## config.mk

```make
export PLATFORM = sky130hd
export DESIGN_NAME = square_plotter_flat
export DESIGN_NICKNAME = d
export VERILOG_FILES = /design/src/rtl/square_plotter_if.sv /design/src/rtl/square_plotter.sv /design/src/flat_wrapper.sv
export SDC_FILE = /design/constraint.sdc
export NUM_CORES = 1
export LEC_CHECK = 0
export CAP_MARGIN = 20
export CORE_ASPECT_RATIO = 0.7
export CORE_MARGIN = 2
export CORE_UTILIZATION = 45
export CTS_CLUSTER_SIZE = 10
export DETAILED_ROUTE_END_ITERATION = 8
export PLACE_DENSITY = 0.72
export RECOVER_POWER = 25
export SLEW_MARGIN = 5
export SYNTH_ARGS = -nofsm -noshare
export SYNTH_HDL_FRONTEND = slang
export SYNTH_SLANG_ARGS = --single-unit
```

## constraint.sdc

```tcl
create_clock -name clock -period 2.4 [get_ports clock]
set_input_delay 0.36 -clock clock [delete_from_list [all_inputs] [get_ports clock]]
set_output_delay 0.36 -clock clock [all_outputs]
set_load 0.05 [all_outputs]
```

## src/rtl/square_plotter_if.sv

```systemverilog
// Request/pixel-stream bundle between a drawing client and the square plotter.
interface square_plotter_if;
    logic       start;
    logic [7:0] in_x;
    logic [6:0] in_y;
    logic [2:0] in_color;
    logic       busy;
    logic       done;
    logic       plot;
    logic [7:0] out_x;
    logic [6:0] out_y;
    logic [2:0] out_color;

    modport master (
        output start, in_x, in_y, in_color,
        input  busy, done, plot, out_x, out_y, out_color
    );

    modport slave (
        input  start, in_x, in_y, in_color,
        output busy, done, plot, out_x, out_y, out_color
    );
endinterface

```

## src/rtl/square_plotter.sv

```systemverilog
// Square rasteriser: emits a SIZE x SIZE filled square one pixel per clock in
// raster order; off-screen pixels are clipped but still occupy their cycle.
module square_plotter #(
    parameter int SIZE     = 16,
    parameter int SCREEN_W = 160,
    parameter int SCREEN_H = 120
) (
    input  logic            clock,
    input  logic            reset_n,
    square_plotter_if.slave bus
);
    localparam int            CW    = (SIZE > 1) ? $clog2(SIZE) : 1;
    localparam logic [CW-1:0] LAST  = CW'(SIZE - 1);
    localparam logic [8:0]    X_LIM = 9'(SCREEN_W);
    localparam logic [7:0]    Y_LIM = 8'(SCREEN_H);

    typedef enum logic [1:0] {IDLE, DRAW, DONE} state_t;

    state_t        state_q, state_d;
    logic          accept;
    logic          last_px;
    logic [CW-1:0] cx_p0, cy_p0;
    logic [7:0]    base_x_p0;
    logic [6:0]    base_y_p0;
    logic [2:0]    base_color_p0;
    logic [8:0]    sum_x;
    logic [7:0]    sum_y;

    logic          vld_p1;
    logic          done_p1;
    logic          busy_p1;
    logic [7:0]    x_p1;
    logic [6:0]    y_p1;
    logic [2:0]    color_p1;

    function automatic logic on_screen(input logic [8:0] sx, input logic [7:0] sy);
        return (sx < X_LIM) && (sy < Y_LIM);
    endfunction

    assign last_px = (cx_p0 == LAST) && (cy_p0 == LAST);
    assign sum_x   = {1'b0, base_x_p0} + 9'(cx_p0);
    assign sum_y   = {1'b0, base_y_p0} + 8'(cy_p0);

    always_comb begin
        state_d = state_q;
        accept  = 1'b0;
        unique case (state_q)
            IDLE: begin
                if (bus.start) begin
                    accept  = 1'b1;
                    state_d = DRAW;
                end
            end
            DRAW:    if (last_px) state_d = DONE;
            DONE:    state_d = IDLE;
            default: state_d = IDLE;
        endcase
    end

    // Stage p0: FSM, request capture and raster counters
    always_ff @(posedge clock) begin
        if (!reset_n) begin
            state_q       <= IDLE;
            cx_p0         <= '0;
            cy_p0         <= '0;
            base_x_p0     <= '0;
            base_y_p0     <= '0;
            base_color_p0 <= '0;
        end else begin
            state_q <= state_d;
            if (accept) begin
                base_x_p0     <= bus.in_x;
                base_y_p0     <= bus.in_y;
                base_color_p0 <= bus.in_color;
                cx_p0         <= '0;
                cy_p0         <= '0;
            end else if (state_q == DRAW) begin
                if (cx_p0 == LAST) begin
                    cx_p0 <= '0;
                    cy_p0 <= cy_p0 + CW'(1);
                end else begin
                    cx_p0 <= cx_p0 + CW'(1);
                end
            end
        end
    end

    // Stage p1: registered pixel stream and status, one cycle behind the FSM
    always_ff @(posedge clock) begin
        if (!reset_n) begin
            vld_p1   <= 1'b0;
            done_p1  <= 1'b0;
            busy_p1  <= 1'b0;
            x_p1     <= '0;
            y_p1     <= '0;
            color_p1 <= '0;
        end else begin
            vld_p1   <= (state_q == DRAW) && on_screen(sum_x, sum_y);
            done_p1  <= (state_q == DONE);
            busy_p1  <= (state_q != IDLE);
            x_p1     <= sum_x[7:0];
            y_p1     <= sum_y[6:0];
            color_p1 <= base_color_p0;
        end
    end

    assign bus.plot      = vld_p1;
    assign bus.done      = done_p1;
    assign bus.busy      = busy_p1;
    assign bus.out_x     = x_p1;
    assign bus.out_y     = y_p1;
    assign bus.out_color = color_p1;
endmodule

```

## src/flat_wrapper.sv

```systemverilog
// flat-port wrapper written by rule: the top's interface ports become plain ports
module square_plotter_flat 
#(
    parameter int SIZE     = 16,
    parameter int SCREEN_W = 160,
    parameter int SCREEN_H = 120
)
  (clock, reset_n, bus_start, bus_in_x, bus_in_y, bus_in_color, bus_busy, bus_done, bus_plot, bus_out_x, bus_out_y, bus_out_color);
  square_plotter_if bus_i ();
  input  logic clock;
  input  logic reset_n;
  input wire logic [$bits(bus_i.start)-1:0] bus_start;
  input wire logic [$bits(bus_i.in_x)-1:0] bus_in_x;
  input wire logic [$bits(bus_i.in_y)-1:0] bus_in_y;
  input wire logic [$bits(bus_i.in_color)-1:0] bus_in_color;
  output wire logic [$bits(bus_i.busy)-1:0] bus_busy;
  output wire logic [$bits(bus_i.done)-1:0] bus_done;
  output wire logic [$bits(bus_i.plot)-1:0] bus_plot;
  output wire logic [$bits(bus_i.out_x)-1:0] bus_out_x;
  output wire logic [$bits(bus_i.out_y)-1:0] bus_out_y;
  output wire logic [$bits(bus_i.out_color)-1:0] bus_out_color;
  assign bus_i.start = bus_start;
  assign bus_i.in_x = bus_in_x;
  assign bus_i.in_y = bus_in_y;
  assign bus_i.in_color = bus_in_color;
  assign bus_busy = bus_i.busy;
  assign bus_done = bus_i.done;
  assign bus_plot = bus_i.plot;
  assign bus_out_x = bus_i.out_x;
  assign bus_out_y = bus_i.out_y;
  assign bus_out_color = bus_i.out_color;
  square_plotter #(.SIZE(SIZE), .SCREEN_W(SCREEN_W), .SCREEN_H(SCREEN_H)) u_core (.clock(clock), .reset_n(reset_n), .bus(bus_i));
endmodule
```

Word-level counts from Yosys, hierarchy flattened
Index checks and enable logic that the tools add are counted.
{"block": "word_totals", "register_bits": 49, "latch_bits": 0, "ramBits": 0, "romBits": 0, "in_bits": 21, "output_inout_bits": 21, "memories": 0}
{"block": "classes", "add_sub_neg": 4, "mul": 0, "div_mod_pow": 0, "n_lt_le_gt_ge": 2, "n_eq_ne": 6, "shifts": 0, "n_mux": 6, "bitwise_logic": 1, "n_reduce_logical": 8}
{"cell": "adder 8 x 4 -> 9 bit", "n": 1}
{"cell": "< comparator 9 x 8 -> 1 bit (second input constant)", "n": 1}
{"cell": "adder 4 x 1 -> 4 bit (second input constant)", "n": 2}
{"cell": "adder 7 x 4 -> 8 bit", "n": 1}
{"cell": "== test 4 bit (second input constant)", "n": 2}
{"cell": "< comparator 8 x 7 -> 1 bit (second input constant)", "n": 1}
{"cell": "two-way mux 2 bit", "n": 2}
{"cell": "two-way mux 4 bit", "n": 1}
{"cell": "case mux 2 bit (2 select lines)", "n": 1}
{"cell": "AND reduction 2 bit", "n": 2}
{"cell": "logical AND 1 bit", "n": 3}
{"cell": "== test 2 x 1 -> 1 bit (second input constant)", "n": 1}
{"cell": "== test 2 bit (second input constant)", "n": 1}
{"cell": "zero test 2 bit", "n": 1}
{"cell": "two-way mux 1 bit", "n": 2}
{"cell": "!= test 2 x 1 -> 1 bit (second input constant)", "n": 1}
{"cell": "!= test 2 bit (second input constant)", "n": 1}
{"cell": "nonzero test 2 bit", "n": 1}
{"cell": "OR reduction 2 bit", "n": 1}
{"cell": "NOT 1 bit", "n": 1}

Depth between registers and ports, before layout
Gate-level depths: netlist of the first run.
{"block": "logic_depth", "depth_word": 4, "mapped_depth": 8, "ltp_nobuf": 8}

Worst setup path before layout of the first run
Ideal clock, no wire load.
{"block": "synth_path", "kind": "register to register", "start": "register u_core.cx_p0[0]", "end": "register u_core.vld_p1 (netlist: u_core.bus.plot)", "setup_time_ps": 78, "arrival_ps": 1736, "slack_ps": 586, "stages_incl_launch_ff": 8, "n_path_buf": 0, "period_less_slack_ps": 1814, "path_cell_list": "dfxtp_1 ha_1 fa_1 a211oi_2 nor2_1 a41oi_2 o221ai_1 nor3_1"}
{"block": "synth_between", "elab_chain_len": 4}
{"item": "start, declared", "line_no": "square_plotter.sv:22", "text": "logic [CW-1:0] cx_p0, cy_p0;"}
{"item": "start signal, assigned", "line_no": "square_plotter.sv:82", "text": "cx_p0 <= cx_p0 + CW'(1);"}
{"item": "adder 8 x 4 -> 9 bit", "line_no": "square_plotter.sv:41", "text": "assign sum_x = {1'b0, base_x_p0} + 9'(cx_p0);"}
{"item": "< comparator 9 x 8 -> 1 bit", "line_no": "square_plotter.sv:37", "text": "return (sx < X_LIM) && (sy < Y_LIM);"}
{"item": "logical AND 1 bit", "line_no": "square_plotter.sv:37"}
{"item": "logical AND 1 bit", "line_no": "square_plotter.sv:98", "text": "vld_p1 <= (state_q == DRAW) && on_screen(sum_x, sum_y);"}
{"item": "end signal, assigned", "line_no": "square_plotter.sv:98"}
{"item": "end, declared", "line_no": "square_plotter.sv:29", "text": "logic vld_p1;"}
No other way between the ends.
A chain may end at the register's enable or synchronous reset.

Worst setup path after layout of the first run
{"block": "layout_path", "start": "register u_core.cy_p0[0]", "end": "register u_core.vld_p1 (netlist: u_core.bus.plot)"}
{"block": "layout_between", "elab_chain_len": 4}
{"item": "start, declared", "line_no": "square_plotter.sv:22"}
{"item": "start signal, assigned", "line_no": "square_plotter.sv:80", "text": "cy_p0 <= cy_p0 + CW'(1);"}
{"item": "adder 7 x 4 -> 8 bit", "line_no": "square_plotter.sv:42", "text": "assign sum_y = {1'b0, base_y_p0} + 8'(cy_p0);"}
{"item": "< comparator 8 x 7 -> 1 bit", "line_no": "square_plotter.sv:37"}
{"item": "logical AND 1 bit", "line_no": "square_plotter.sv:37"}
{"item": "logical AND 1 bit", "line_no": "square_plotter.sv:98"}
No other way between the ends.

==> impl_metrics.ini, run 1 <==
[run_status]
outcome = finished, final reports clean

[yosys]
synth.area.top_cells = dfxtp_1, a22o_1, ha_1
ys_types = 36
synth_top_area_cell = dfxtp_1
synth_area_per_cell_um2 = 10.3
ys.flop_type = dfxtp_1
yosysTopAreaCellShare = 0.491
synth_fp_nets = 227
syn_area_um2 = 2000
syn_inst = 194
synthArstFlopShare = 0
ys_ff_latch = 49
synth_enable_flop_cells = 0
synth_warnings = 0
ys_seq_area_frac = 0.491

[routing]
wirelength_um = 3750
wl_met1_um = 1970
met2_length_um = 1520
num_vias = 1470
viasPerCell = 5.05
top_layer_used = met4
dr_wl_met3_um = 195
wl_per_cell_um = 12.9
dr.pass1.iters = 4
first_iter_violations = 47
postRouteAntennaNets = 0
drc = 0

[layout]
final_nets = 268
finalInstanceArea_um2 = 2550
syn_to_final_growth_pct = 27.7
antennaDiodeCount = 0
multiInputGateArea_um2 = 941
layout_common_cells = dfxtp_1, clkdlybuf4s50_1, a22o_1
regArea_um2 = 981
drive_gt1_frac = 0.0551
fillers = 381
layout_commonest_cell = dfxtp_1
fin_cells = 291

[global_routing]
grt_pass1_wl_um = 6280
grt_pass1_vias = 1345
grt_max_degree = 20
grt-ovfl-total = 0
antenna_found_initial = 0
grtUsageTotal = 0.163

[placed_design]
io_buffer_count = 41
dp_hpwl_um = 2710
dpl_cell_area_um2 = 2440
place_inst = 283
place_congestion = 0.790

[timing]
setup_tns_ps = 0
final.min_clock_period_ps = 2020
setup_viol = 0
fin_skew_ps = 5.02
fmax_mhz = 494
fin_crit_sh = 0.843
rsz0062_at_grt = false
maxSlewViolCount = 0
hold_viol = 0
slew_headroom = 0.392
worst_pin_slew_ps = 913

[die]
initial_utilization = 0.464
core_area_um2 = 4300
die_w_um = 83.6
die_area_um2 = 5000
rows = 20
die_y_um = 59.8
ioPinCount = 42

[setup_path]
worstPathArrival_ps = 2220
reg2reg_setup_slack_ps = 380
crit_fanout = 4
start_kind = flip-flop
required_ps = 2590
end_kind = flip-flop
worstSetupPathType = reg -> reg

[power_and_ir_drop]
p_leak_uw = 0.00103
power_density_nw_per_um2 = 669
power_uw = 1710
irDropWorstVdd_v = 0.000322

[clocking]
cts_tree = built
cts-htree-levels = 2
cts.sinks = 49
postCtsSetupRepairBufs = 0
root_buffer = clkbuf_8
cts-buffers-inserted = 5
clockBufferDepth = 2
clock_latency_ps = 300
cts_resized = 0
cts_hold_buf = 0
cts.clk_slew.worst_paths_ps = 80

[run]
max_cap_violations = 0

[hold_path]
holdCritPathClass = reg -> reg
power by group:
group | internal, µW | switching, µW | total [µW]
Combinational | 103 | 126 | 229
Clock | 340 | 256 | 596
Sequential | 854 | 28.4 | 883
Total | 1300 | 410 | 1710
worst paths after layout:
| kind | from | endpoint | cells past startpoint |
|---|---|---|---|
| max | u_core.cy_p0[0] | u_core.bus.plot | 8 |
| min | u_core.base_color_p0[0] | u_core.bus.out_color[0] | 1 |
| max reg2reg | u_core.cy_p0[0] | u_core.bus.plot | 8 |
| min reg2reg | u_core.base_color_p0[0] | u_core.bus.out_color[0] | 1 |
cell families after synthesis:
logic type,count (synthesis),share of synthesized area
compound gates,38,0.148
simple gates,65,0.173
mux,2,0.0100
buf+inv,15,0.0382
xor+xnor,13,0.0570
flops,49,0.491
fa+ha+maj,12,0.0827
sequential cells by signal (all words and copies together), names as in the netlist, 3 cells and up:
| register | count |
|---|---|
| u_core.base_x_p0 | 8 |
| u_core.bus.out_x | 8 |
| u_core.base_y_p0 | 7 |
| u_core.bus.out_y | 7 |
| u_core.cx_p0 | 4 |
| u_core.cy_p0 | 4 |
| u_core.base_color_p0 | 3 |
| u_core.bus.out_color | 3 |
synthesized netlist by cell type, types with 4 or more instances:
cell	number
a21oi_1	6
a22o_1	16
and2_1	14
buf_2	4
clkbuf_1	4
dfxtp_1	49
ha_1	10
inv_1	5
nand2_1	15
nand3_1	4
nor2_1	14
nor3_1	4
o21ai_0	5
xnor2_1	5
xor2_1	8
critical path: stages, from the launching register on:
cell	delay, ps
dfxtp_1	420
ha_1	200
inv_1	50
fa_1	380
nand2b_1	170
a21oi_1	200
xor2_1	230
and4_1	220
nor3_1	40
metal layers:
metal / vias to the layer above / global-route usage
met4: 0 / 0.0622
met1: 672 / 0.219
met5: - / 0
met3: 8 / 0.0497
li1: 751 / -
met2: 39 / 0.250
through the flow:
step	hold slack (ps)	utilization	setup slack (ps)
floorplan	412	-	586
global placement	438	0.567	486
detailed placement	441	0.567	413
CTS	465	0.594	396
global route	497	0.593	210
finish	464	0.593	377
final cells by class:
class	instances	share of cell area
multi-input cells	130	0.369
repair buffers	44	0.167
clock buffers	7	0.0338
inverters	5	0.00736
clock inverters	1	0.0118
well taps	55	0.0270
flip-flops and latches	49	0.385
Note: power is estimated with default switching activity, not from simulation.
==> run 2, diff against run 1 <==
==> constraint.sdc (replaced) <==
create_clock -name clock -period 1.9 [get_ports clock]
set_input_delay 0.285 -clock clock [delete_from_list [all_inputs] [get_ports clock]]
set_output_delay 0.285 -clock clock [all_outputs]
set_load 0.05 [all_outputs]
==> run 2 against run 1 <==
Effect of this change: cell count up 2.7%; setup slack worse by 270 ps; clock power up 30%; count of clock-buffer cells in the layout down 1; non-clock buffer count up 8; first-iteration DRC count up 47%; routed wire length up 4.0%; final area up 3.6%; critical path type unchanged; largest cell class unchanged.
==> impl_metrics.ini, run 2 (synthesis gave the netlist of run 1 again) <==
[run_status]
outcome = finished, final reports clean

[layout]
fillers = 370
final_nets = 276
antennaDiodeCount = 0
layout_commonest_cell = dfxtp_1
syn_to_final_growth_pct = 32.3
regArea_um2 = 983
layout_common_cells = dfxtp_1, clkdlybuf4s50_1, a22o_1
finalInstanceArea_um2 = 2640
drive_gt1_frac = 0.123
multiInputGateArea_um2 = 970

[timing]
fin_skew_ps = 11.3
rsz0062_at_grt = false
fmax_mhz = 558
fin_crit_sh = 0.944
hold_viol = 0
setup_tns_ps = 0
worst_pin_slew_ps = 652
maxSlewViolCount = 0
final.min_clock_period_ps = 1790
slew_headroom = 0.566
setup_viol = 0

[routing]
postRouteAntennaNets = 0
dr.pass1.iters = 4
first_iter_violations = 69
wirelength_um = 3900
viasPerCell = 5.02
num_vias = 1501
wl_per_cell_um = 13.1
drc = 0

[setup_path]
worstSetupPathType = reg -> reg
end_kind = flip-flop
cp-startpoint = u_core.base_x_p0[0]
crit_fanout = 3
r2r-end = u_core.bus.out_x[6]
reg2reg_setup_slack_ps = 110
cp_cell_sequence = ha_2 > fa_2 > a211oi_2 > nor2_1 > buf_4 > nand2_1 > xnor2_1 > and2_1
cp-endpoint = u_core.bus.out_x[6]
crit_family = adder cells
critPathSlowestCell = fa_2
crit_buf_inv = 1
r2r-start = u_core.base_x_p0[0]
cp_num_cells = 8
worstPathArrival_ps = 1990
start_kind = flip-flop
cp_slowest_stage_delay_ps = 380
r2r_cells = 8
required_ps = 2090

[power_and_ir_drop]
switching_share = 0.249
power_density_nw_per_um2 = 826
seq_power_share = 0.511
p_int_uw = 1640
p_clk_frac = 0.354
switchingPower_uw = 543
irDropWorstVdd_v = 0.000517
p_leak_uw = 0.00108
p_comb_frac = 0.135

[clocking]
cts.clk_slew.worst_paths_ps = 90
clockBufferDepth = 2
clock_latency_ps = 300
cts_hold_buf = 0
cts-htree-levels = 2
cts-buffers-inserted = 5
root_buffer = clkbuf_8
cts.sinks = 49
cts_tree = built

[global_routing]
antenna_found_initial = 0
grt_max_degree = 20
grt_pass1_wl_um = 6330
grt_pass1_vias = 1333
grt-ovfl-total = 0
grtUsageTotal = 0.165

[hold_path]
holdCritPathClass = reg -> reg
hold_depth = 1

[die]
core_area_um2 = 4300
rows = 20
die_area_um2 = 5000
die_y_um = 59.8
die_w_um = 83.6
initial_utilization = 0.464
ioPinCount = 42

[placed_design]
dp_hpwl_um = 2810
place_congestion = 0.850
io_buffer_count = 41
dpl_cell_area_um2 = 2490

[run]
max_cap_violations = 0
==> run 2: changes by cell type in the layout (fill, tap and decap cells not counted), moves of 2 or more <==
cell,change
ha_2,+2
fa_2,+2
dfxtp_2,+2
fa_1,-2
dfxtp_1,-2
ha_1,-2
buf_4,+7
==> run 2: layout make-up <==
type	instances	area share
inverter	5	0.00710
timing repair buffer	52	0.183
multi-input combinational	130	0.367
sequential	49	0.372
clock buffer	6	0.0312
tap	55	0.0260
clock inverter	2	0.0142
==> run 2: worst reg2reg max path, stage by stage, from the launching register on <==
cell and delay [ps]:
dfxtp_1 330, ha_2 190, fa_2 380, a211oi_2 250
nor2_1 100, buf_4 150, nand2_1 70, xnor2_1 60
and2_1 160
==> run 2: routing by layer <==
metal	up-vias	wire length, µm	global-route usage
li1	772	-	-
met1	687	2010	0.228
met2	40	1640	0.239
met3	2	234	0.0691
met4	0	10	0.0415
met5	-	0	0
==> run 2: metrics by stage <==
step	worst slack [ps]	power, µW	std cells	hold WS (ps)	util
2_1_floorplan	86.0	1320	194	394	-
3_3_place_gp	23.3	1430	290	437	0.580
3_5_place_dp	-21.5	1430	290	448	0.580
4_1_cts	26.1	2200	298	468	0.610
5_1_grt	10.6	2290	299	494	0.614
6_report	106	2180	299	470	0.614
==> run 2: timing repair <==
| action | in CTS | in global routing |
|---|---|---|
| resized for setup | 3 | 6 |
| setup endpoints to repair | 2 | 3 |
| pin swaps | 4 | 5 |
| buffers inserted | 0 | 1 |
==> run 2: power by group through the flow <==
stage | registers [µW] | clock network [µW] | logic (µW)
after floorplan | 1200 | 0 | 119
after global placement | 1140 | 0 | 294
after detailed placement | 1140 | 0 | 295
after CTS | 1120 | 787 | 298
after global routing | 1120 | 849 | 317
final | 1120 | 774 | 294
==> run 2: how the worst min path moves through the flow <==
stage / startpoint / end / slack [ps]
5_1_grt: u_core.base_color_p0[1] / u_core.bus.out_color[1] / 490
6_report: u_core.base_color_p0[1] / u_core.bus.out_color[1] / 470
3_5_place_dp: u_core.base_color_p0[1] / u_core.bus.out_color[1] / 450
2_1_floorplan: bus_in_x[4] / u_core.base_x_p0[4] / 390
3_3_place_gp: u_core.base_color_p0[0] / u_core.bus.out_color[0] / 440
4_1_cts: u_core.base_color_p0[1] / u_core.bus.out_color[1] / 470
==> run 3, diff against run 2 <==
--- a/config.mk
+++ b/config.mk
@@ -5,7 +5,6 @@
 export SDC_FILE = /design/constraint.sdc
 export NUM_CORES = 1
 export LEC_CHECK = 0
-export CAP_MARGIN = 20
 export CORE_ASPECT_RATIO = 0.7
 export CORE_MARGIN = 2
 export CORE_UTILIZATION = 45
==> results of run 3 <==
No change in the layout: final DEF, timing and power equal those of run 2.
